<file path="src/rtl/uart_tx_fsm.sv">
// uart_tx_fsm: UART transmit sequencer that frames one parallel word as
// start / data (LSB first) / optional parity / stop. It drives the select and
// operands of an external registered TX mux that shares the TX_tick baud strobe.
// Optional build macro: UART_TX_TWO_STOP_EN selects two stop bits instead of one.
module uart_tx_fsm #(
  parameter int DATA_W = 8
) (
  input  logic              CLK,
  input  logic              RST,
  input  logic              TX_tick,
  input  logic [DATA_W-1:0] P_DATA,
  input  logic              Data_Valid,
  input  logic              PAR_EN,
  input  logic              PAR_TYP,
  output logic [1:0]        MUX_SEL,
  output logic              ser_data,
  output logic              par_bit,
  output logic              busy
);

  localparam int CNT_W = (DATA_W > 1) ? $clog2(DATA_W) : 1;
  localparam logic [CNT_W-1:0] CNT_LAST = CNT_W'(DATA_W - 1);

  typedef enum logic [2:0] {
    IDLE   = 3'd0,
    START  = 3'd1,
    DATA   = 3'd2,
    PARITY = 3'd3,
    STOP   = 3'd4
  } state_e;

  state_e            state_q, state_d;
  logic [CNT_W-1:0]  cnt_q, cnt_d;
  logic [DATA_W-1:0] shift_q, shift_d;
  logic              par_bit_q, par_bit_d;
  logic              par_en_q, par_en_d;
`ifdef UART_TX_TWO_STOP_EN
  logic              stop_cnt_q, stop_cnt_d;
`endif

  // Next-state and datapath updates; every move except accept waits for TX_tick.
  always_comb begin
    // NOTE: every signal assigned here gets a default first, so no path can leave
    // it unassigned and infer a latch; blocking '=' is correct in combinational code.
    state_d   = state_q;
    cnt_d     = cnt_q;
    shift_d   = shift_q;
    par_bit_d = par_bit_q;
    par_en_d  = par_en_q;
`ifdef UART_TX_TWO_STOP_EN
    stop_cnt_d = stop_cnt_q;
`endif
    unique case (state_q)
      IDLE: begin
        // Accept does not need a tick; a coincident tick still sends idle '1'.
        if (Data_Valid) begin
          shift_d   = P_DATA;
          par_en_d  = PAR_EN;
          par_bit_d = (^P_DATA) ^ PAR_TYP;
          state_d   = START;
        end
      end
      START: begin
        if (TX_tick) begin
          state_d = DATA;
          cnt_d   = '0;
        end
      end
      DATA: begin
        if (TX_tick) begin
          shift_d = shift_q >> 1;
          if (cnt_q == CNT_LAST) begin
            cnt_d   = '0;
            state_d = par_en_q ? PARITY : STOP;
          end else begin
            cnt_d = cnt_q + 1'b1;
          end
        end
      end
      PARITY: begin
        if (TX_tick) state_d = STOP;
      end
      STOP: begin
`ifdef UART_TX_TWO_STOP_EN
        if (TX_tick) begin
          if (stop_cnt_q) begin
            stop_cnt_d = 1'b0;
            state_d    = IDLE;
          end else begin
            stop_cnt_d = 1'b1;
          end
        end
`else
        if (TX_tick) state_d = IDLE;
`endif
      end
      default: state_d = IDLE;
    endcase
  end

  // State and datapath registers; reset abandons any frame and idles the line.
  always_ff @(posedge CLK or negedge RST) begin
    if (!RST) begin
      state_q   <= IDLE;
      cnt_q     <= '0;
      shift_q   <= '0;
      par_bit_q <= 1'b0;
      par_en_q  <= 1'b0;
`ifdef UART_TX_TWO_STOP_EN
      stop_cnt_q <= 1'b0;
`endif
    end else begin
      // NOTE: non-blocking '<=' so all flops update from pre-edge values together.
      state_q   <= state_d;
      cnt_q     <= cnt_d;
      shift_q   <= shift_d;
      par_bit_q <= par_bit_d;
      par_en_q  <= par_en_d;
`ifdef UART_TX_TWO_STOP_EN
      stop_cnt_q <= stop_cnt_d;
`endif
    end
  end

  // Mux select decoded from the state register only, so it is glitch-free per tick.
  always_comb begin
    MUX_SEL = 2'b11;
    unique case (state_q)
      START:   MUX_SEL = 2'b00;
      DATA:    MUX_SEL = 2'b01;
      PARITY:  MUX_SEL = 2'b10;
      default: MUX_SEL = 2'b11;
    endcase
  end

  assign ser_data = shift_q[0];
  assign par_bit  = par_bit_q;
  assign busy     = (state_q != IDLE);

endmodule

</file>
<file path="config.mk">
export PLATFORM = sky130hd
export DESIGN_NAME = uart_tx_fsm
export DESIGN_NICKNAME = d
export VERILOG_FILES = /design/src/rtl/uart_tx_fsm.sv
export SDC_FILE = /design/constraint.sdc
export NUM_CORES = 1
export LEC_CHECK = 0
export CAP_MARGIN = 20
export CORE_ASPECT_RATIO = 1.75
export CORE_MARGIN = 1
export CORE_UTILIZATION = 35
export DETAILED_ROUTE_END_ITERATION = 16
export GPL_ROUTABILITY_DRIVEN = 1
export PLACE_DENSITY_LB_ADDON = 0.12
export SLEW_MARGIN = 30
export SYNTH_ARGS = -nofsm -noshare
export SYNTH_HDL_FRONTEND = slang
export SYNTH_SLANG_ARGS = --single-unit
</file>
<file path="constraint.sdc">
create_clock -name CLK -period 2.12 [get_ports CLK]
set_input_delay 0.424 -clock CLK [delete_from_list [all_inputs] [get_ports CLK]]
set_output_delay 0.424 -clock CLK [all_outputs]
set_load 0.03 [all_outputs]
</file>
; ---- After elaboration in Yosys (flattened, before gate mapping)
; Index checks and enable logic that the tools add are counted.
[classes]
add_sub_neg = 1
n_mul = 0
div = 0
n_lt_le_gt_ge = 0
n_eq_ne = 11
shift = 0
n_mux = 15
bitwise = 1
n_reduce_logical = 9
[op_table]
columns = op, count
row1 = $mux W3, 9
row2 = $mux W8, 2
row3 = $pmux W8 S2, 1
row4 = $pmux W3 S5, 1
row5 = $ne A2 B2 Y1 const B, 6
row6 = $reduce_xor A8 Y1, 1
row7 = $eq A3 B2 Y1 const B, 2
row8 = $eq A3 B3 Y1 const B, 2
row9 = $pmux W2 S3, 1
row10 = $pmux W3 S2, 1
row11 = $reduce_and A3 Y1, 2
row12 = $reduce_and A6 Y1, 1
row13 = $reduce_bool A2 Y1, 2
row14 = $add A3 B1 Y3 const B, 1
row15 = $eq A3 B1 Y1 const B, 1
row16 = $logic_not A3 Y1, 1
row17 = $reduce_bool A3 Y1, 1
row18 = $reduce_and A2 Y1, 1
row19 = $xor A1 B1 Y1, 1
[totals]
reg_bits = 16
latchBits = 0
ramBits = 0
rom_bits = 0
input_bits = 14
n_memories = 0

; ---- Longest topological paths before layout
[logic_depth]
word_depth = 4
mapped_depth = 6
mapped_depth_nobuf = 6

; ---- Worst setup path before layout
; No wires, ideal clock.
[synth_path]
path_type = input -> register
from = input P_DATA[1]
to = register par_bit_q (netlist: par_bit)
setup_ns = 0.125
arrival_time_ns = 1.328
required_ns = 1.995
path_slack_ns = 0.667
cell_stages = 4
n_path_buf = 0
path_cell_list = xnor2_1 > xnor3_1 > xnor2_1 > mux2_2
[synth_via]
elab_chain_len = 2
[synth_lines]
columns = element, line_no
row1 = start: declaration, 11  ; input logic [DATA_W-1:0] P_DATA,
row2 = $reduce_xor A8 Y1, 59  ; par_bit_d = (^P_DATA) ^ PAR_TYP;
row3 = $xor A1 B1 Y1, 59
row4 = end signal: assignment, 117  ; par_bit_q <= par_bit_d;
row5 = end: declaration, 35  ; logic par_bit_q, par_bit_d;
; Every way passes these cells.
; A chain may end at the register's enable or synchronous reset.

; ---- Worst setup path in the final report
[layout_path]
from = register state_q[2]
to = output MUX_SEL[0]
[layout_via]
elab_chain_len = 2
word_cells_on_any_way = 4
classes_between = eq/ne: 3 / mux: 1
[layout_lines]
columns = element, line_no
row1 = start: declaration, 32  ; state_e state_q, state_d;
row2 = start signal: assignment, 114  ; state_q <= state_d;
row3 = $eq A3 B2 Y1 / $eq A3 B1 Y1 (equally long branches), 128  ; unique case (state_q)
row4 = $pmux W2 S3 (*), 128
row5 = end: declaration, 15  ; output logic [1:0] MUX_SEL,
; Every way passes the cells marked *; elsewhere a longest branch is shown, timed or not.

==> results.toml <==
[floorplan]
die-area_um2 = 2680
num_io_pins = 19
chipHeight_um = 67.8
core-area_um2 = 2300
die_w_um = 39.6
start_util_pct = 37.6
rows = 23

[min_path]
hold_depth = 2
hp-class = "reg2reg"

[synthesis]
synthesis.area_um2 = 866
synth_area_leaders = "dfrtp_1, mux2i_1, nand2_1, xnor2_1, o21ai_0"
syn_nets = 101
yosysTopAreaCellShare_pct = 46.2
avgSynthCellArea_um2 = 10.2
synth_warnings = 0
synth_ff_type = "dfrtp_1"
synth_async_sr_flop_share_pct = 100
synth-seq-area-share_pct = 46.2
ys_types = 26
yosys.area.top_type = "dfrtp_1"
synthCells = 85
synth-edff-count = 0
ys_seq_elements = 16

[route]
drtIter0Drc = 8
vias_per_cell = 5.18
vias = 673
wirelength_um = 1840
drtAntennaViolNets = 0
drc = 0
routedWlPerCell_um = 14.2
first_pass_iters = 2

[placed_design]
gp_congestion = 0.649
hpwl_um = 1390
pre_cts_ws_ns = 0.0850
port_buffers = 18

[sta]
rsz0062_at_grt = "false"
tightest_slew_ns = 0.364
fin_worst_skew_ns = 0.00100
setup_viol = 0
layout_setup_ws_ns = 0.140
hold_viol_final = 0
slew_viol_final = 0
timing.fmax_mhz = 505
relSlewSlack_pct = 75.7
period_minus_slack_ns = 1.98
timing.final.crit_share_pct = 93.4
fin_tns_setup_ns = 0

[cells_and_area]
diodes = 0
syn_to_final_growth_pct = 30.5
seq_area_um2 = 402
mostFrequentLayoutCells = "clkdlybuf4s50_1, dfrtp_1, nand2_1"
final_core_util_pct = 49.1
nets = 123
mostFrequentLayoutCell = "clkdlybuf4s50_1"
drive_gt1_share_pct = 12.4
nFillCells = 238
multi_input_area_um2 = 433

[power]
ir_drop_mv = 0.598
power_density_nw_per_um2 = 1420
leakage_nw = 0.523

[global_route]
gr-total-overflow = 0
grt_pass1_vias = 678
antenna_found_initial = 0
grt_max_degree = 17
grt_usage_pct = 17.7
grt_pass1_wl_um = 3190

[clock_network]
cts.clk_slew.worst_paths_ns = 0.06
cts_root_buffer = "clkbuf_8"
h-tree-depth = 1
clock_latency_ns = 0.25
cts.path.max_buffers = 2
cts.sinks = 16
cts_buffers = 3
cts_setup_buffers = 0
cts_tree = "yes"

[worst_setup_path]
worstSetupPathType = "reg2out"
crit_arrival_ns = 1.56
path_max_fanout = 8
worstPathRequired_ns = 1.70
worst_setup_path_start_kind = "flop"
end_kind = "primary output"
worstRegToRegCells = 5

[flow_run]
max-cap-violations = 0

[outcome]
status = "completed"
==> power breakdown <==
part	internal [W]	leakage [nW]	switching, W
Clock	0.000126	0.0216	0.000103
Sequential	0.000448	0.201	0.000117
Combinational	0.000377	0.301	0.000430
Total	0.000951	0.523	0.000650
==> synthesized netlist by cell type (all sizes together), types with 2 or more instances <==
library cell,count
a32o,2
and2,2
buf,4
dfrtp,16
ha,2
inv,2
mux2,3
mux2i,7
nand2,14
nor2,3
nor2b,2
nor3,3
o21ai,10
xnor2,6
==> kinds of logic after synthesis <==
kind of cell / synth area share (%)
and+or+nand+nor: 13.6
AOI/OAI and AO/OA: 11.8
DFF: 46.2
muxes: 12.0
adders and majority gates: 2.89
xor gates and xnor gates: 9.68
buffers and inverters: 3.76
==> what timing repair did <==
| action | in CTS | in global routing |
|---|---|---|
| hold buffers | 0 | 0 |
| resized for setup | 1 | 2 |
| setup endpoints to repair | 1 | 2 |
==> state kept, by name, summed over array words and instances (netlist names) <==
signal    flops
shift_q       8
cnt_q         3
state_q       3
par_bit       1
par_en_q      1
==> routing by layer <==
layer	vias up	track usage [%]	share of wire, %
met5	-	0	0
met4	0	11.6	2.2
met3	4	1.97	2.5
met2	13	29.3	55
met1	326	20.3	40
li1	330	-	-
==> area by class of cell <==
| cell class | count | share of cell area [%] |
|---|---|---|
| Multi-Input combinational cell | 62 | 38.3 |
| Sequential cell | 16 | 35.5 |
| Timing Repair Buffer | 22 | 19.0 |
| Inverter | 2 | 0.664 |
| Tap cell | 25 | 2.77 |
| Clock buffer | 3 | 3.65 |
==> through the flow <==
| step | instances | power [W] | hold WS (ns) | area, um2 |
|---|---|---|---|---|
| 6_report | 130 | 0.00160 | 0.489 | 1130 |
| 5_1_grt | 130 | 0.00172 | 0.506 | 1130 |
| 4_1_cts | 130 | 0.00163 | 0.489 | 1120 |
| 3_5_place_dp | 127 | 0.00139 | 0.474 | 1080 |
| 3_3_place_gp | 127 | 0.00137 | 0.468 | 1080 |
| 2_1_floorplan | 85 | 0.00112 | 0.128 | 866 |
==> critical path, cell delays in order (launching register included) <==
cell	delay (ns)
dfrtp_1	0.48
nand2b_1	0.15
clkdlybuf4s50_1	0.67
==> path summary, 6_finish.rpt <==
path / endpoint / slack (ns) / startpoint
worst max register to register: state_q[1]$_DFFE_PN0P_ / 0.66 / cnt_q[0]$_DFFE_PN0P_
max in group asynchronous: state_q[0]$_DFFE_PN0P_ / 1.42 / RST
worst min register to register: shift_q[1]$_DFFE_PN0P_ / 0.49 / shift_q[1]$_DFFE_PN0P_
min in group asynchronous: cnt_q[0]$_DFFE_PN0P_ / 0.50 / RST
worst min-delay path: shift_q[1]$_DFFE_PN0P_ / 0.49 / shift_q[1]$_DFFE_PN0P_
worst max-delay path: MUX_SEL[0] / 0.14 / state_q[2]$_DFFE_PN0P_
(Power assumes the default switching activity.)
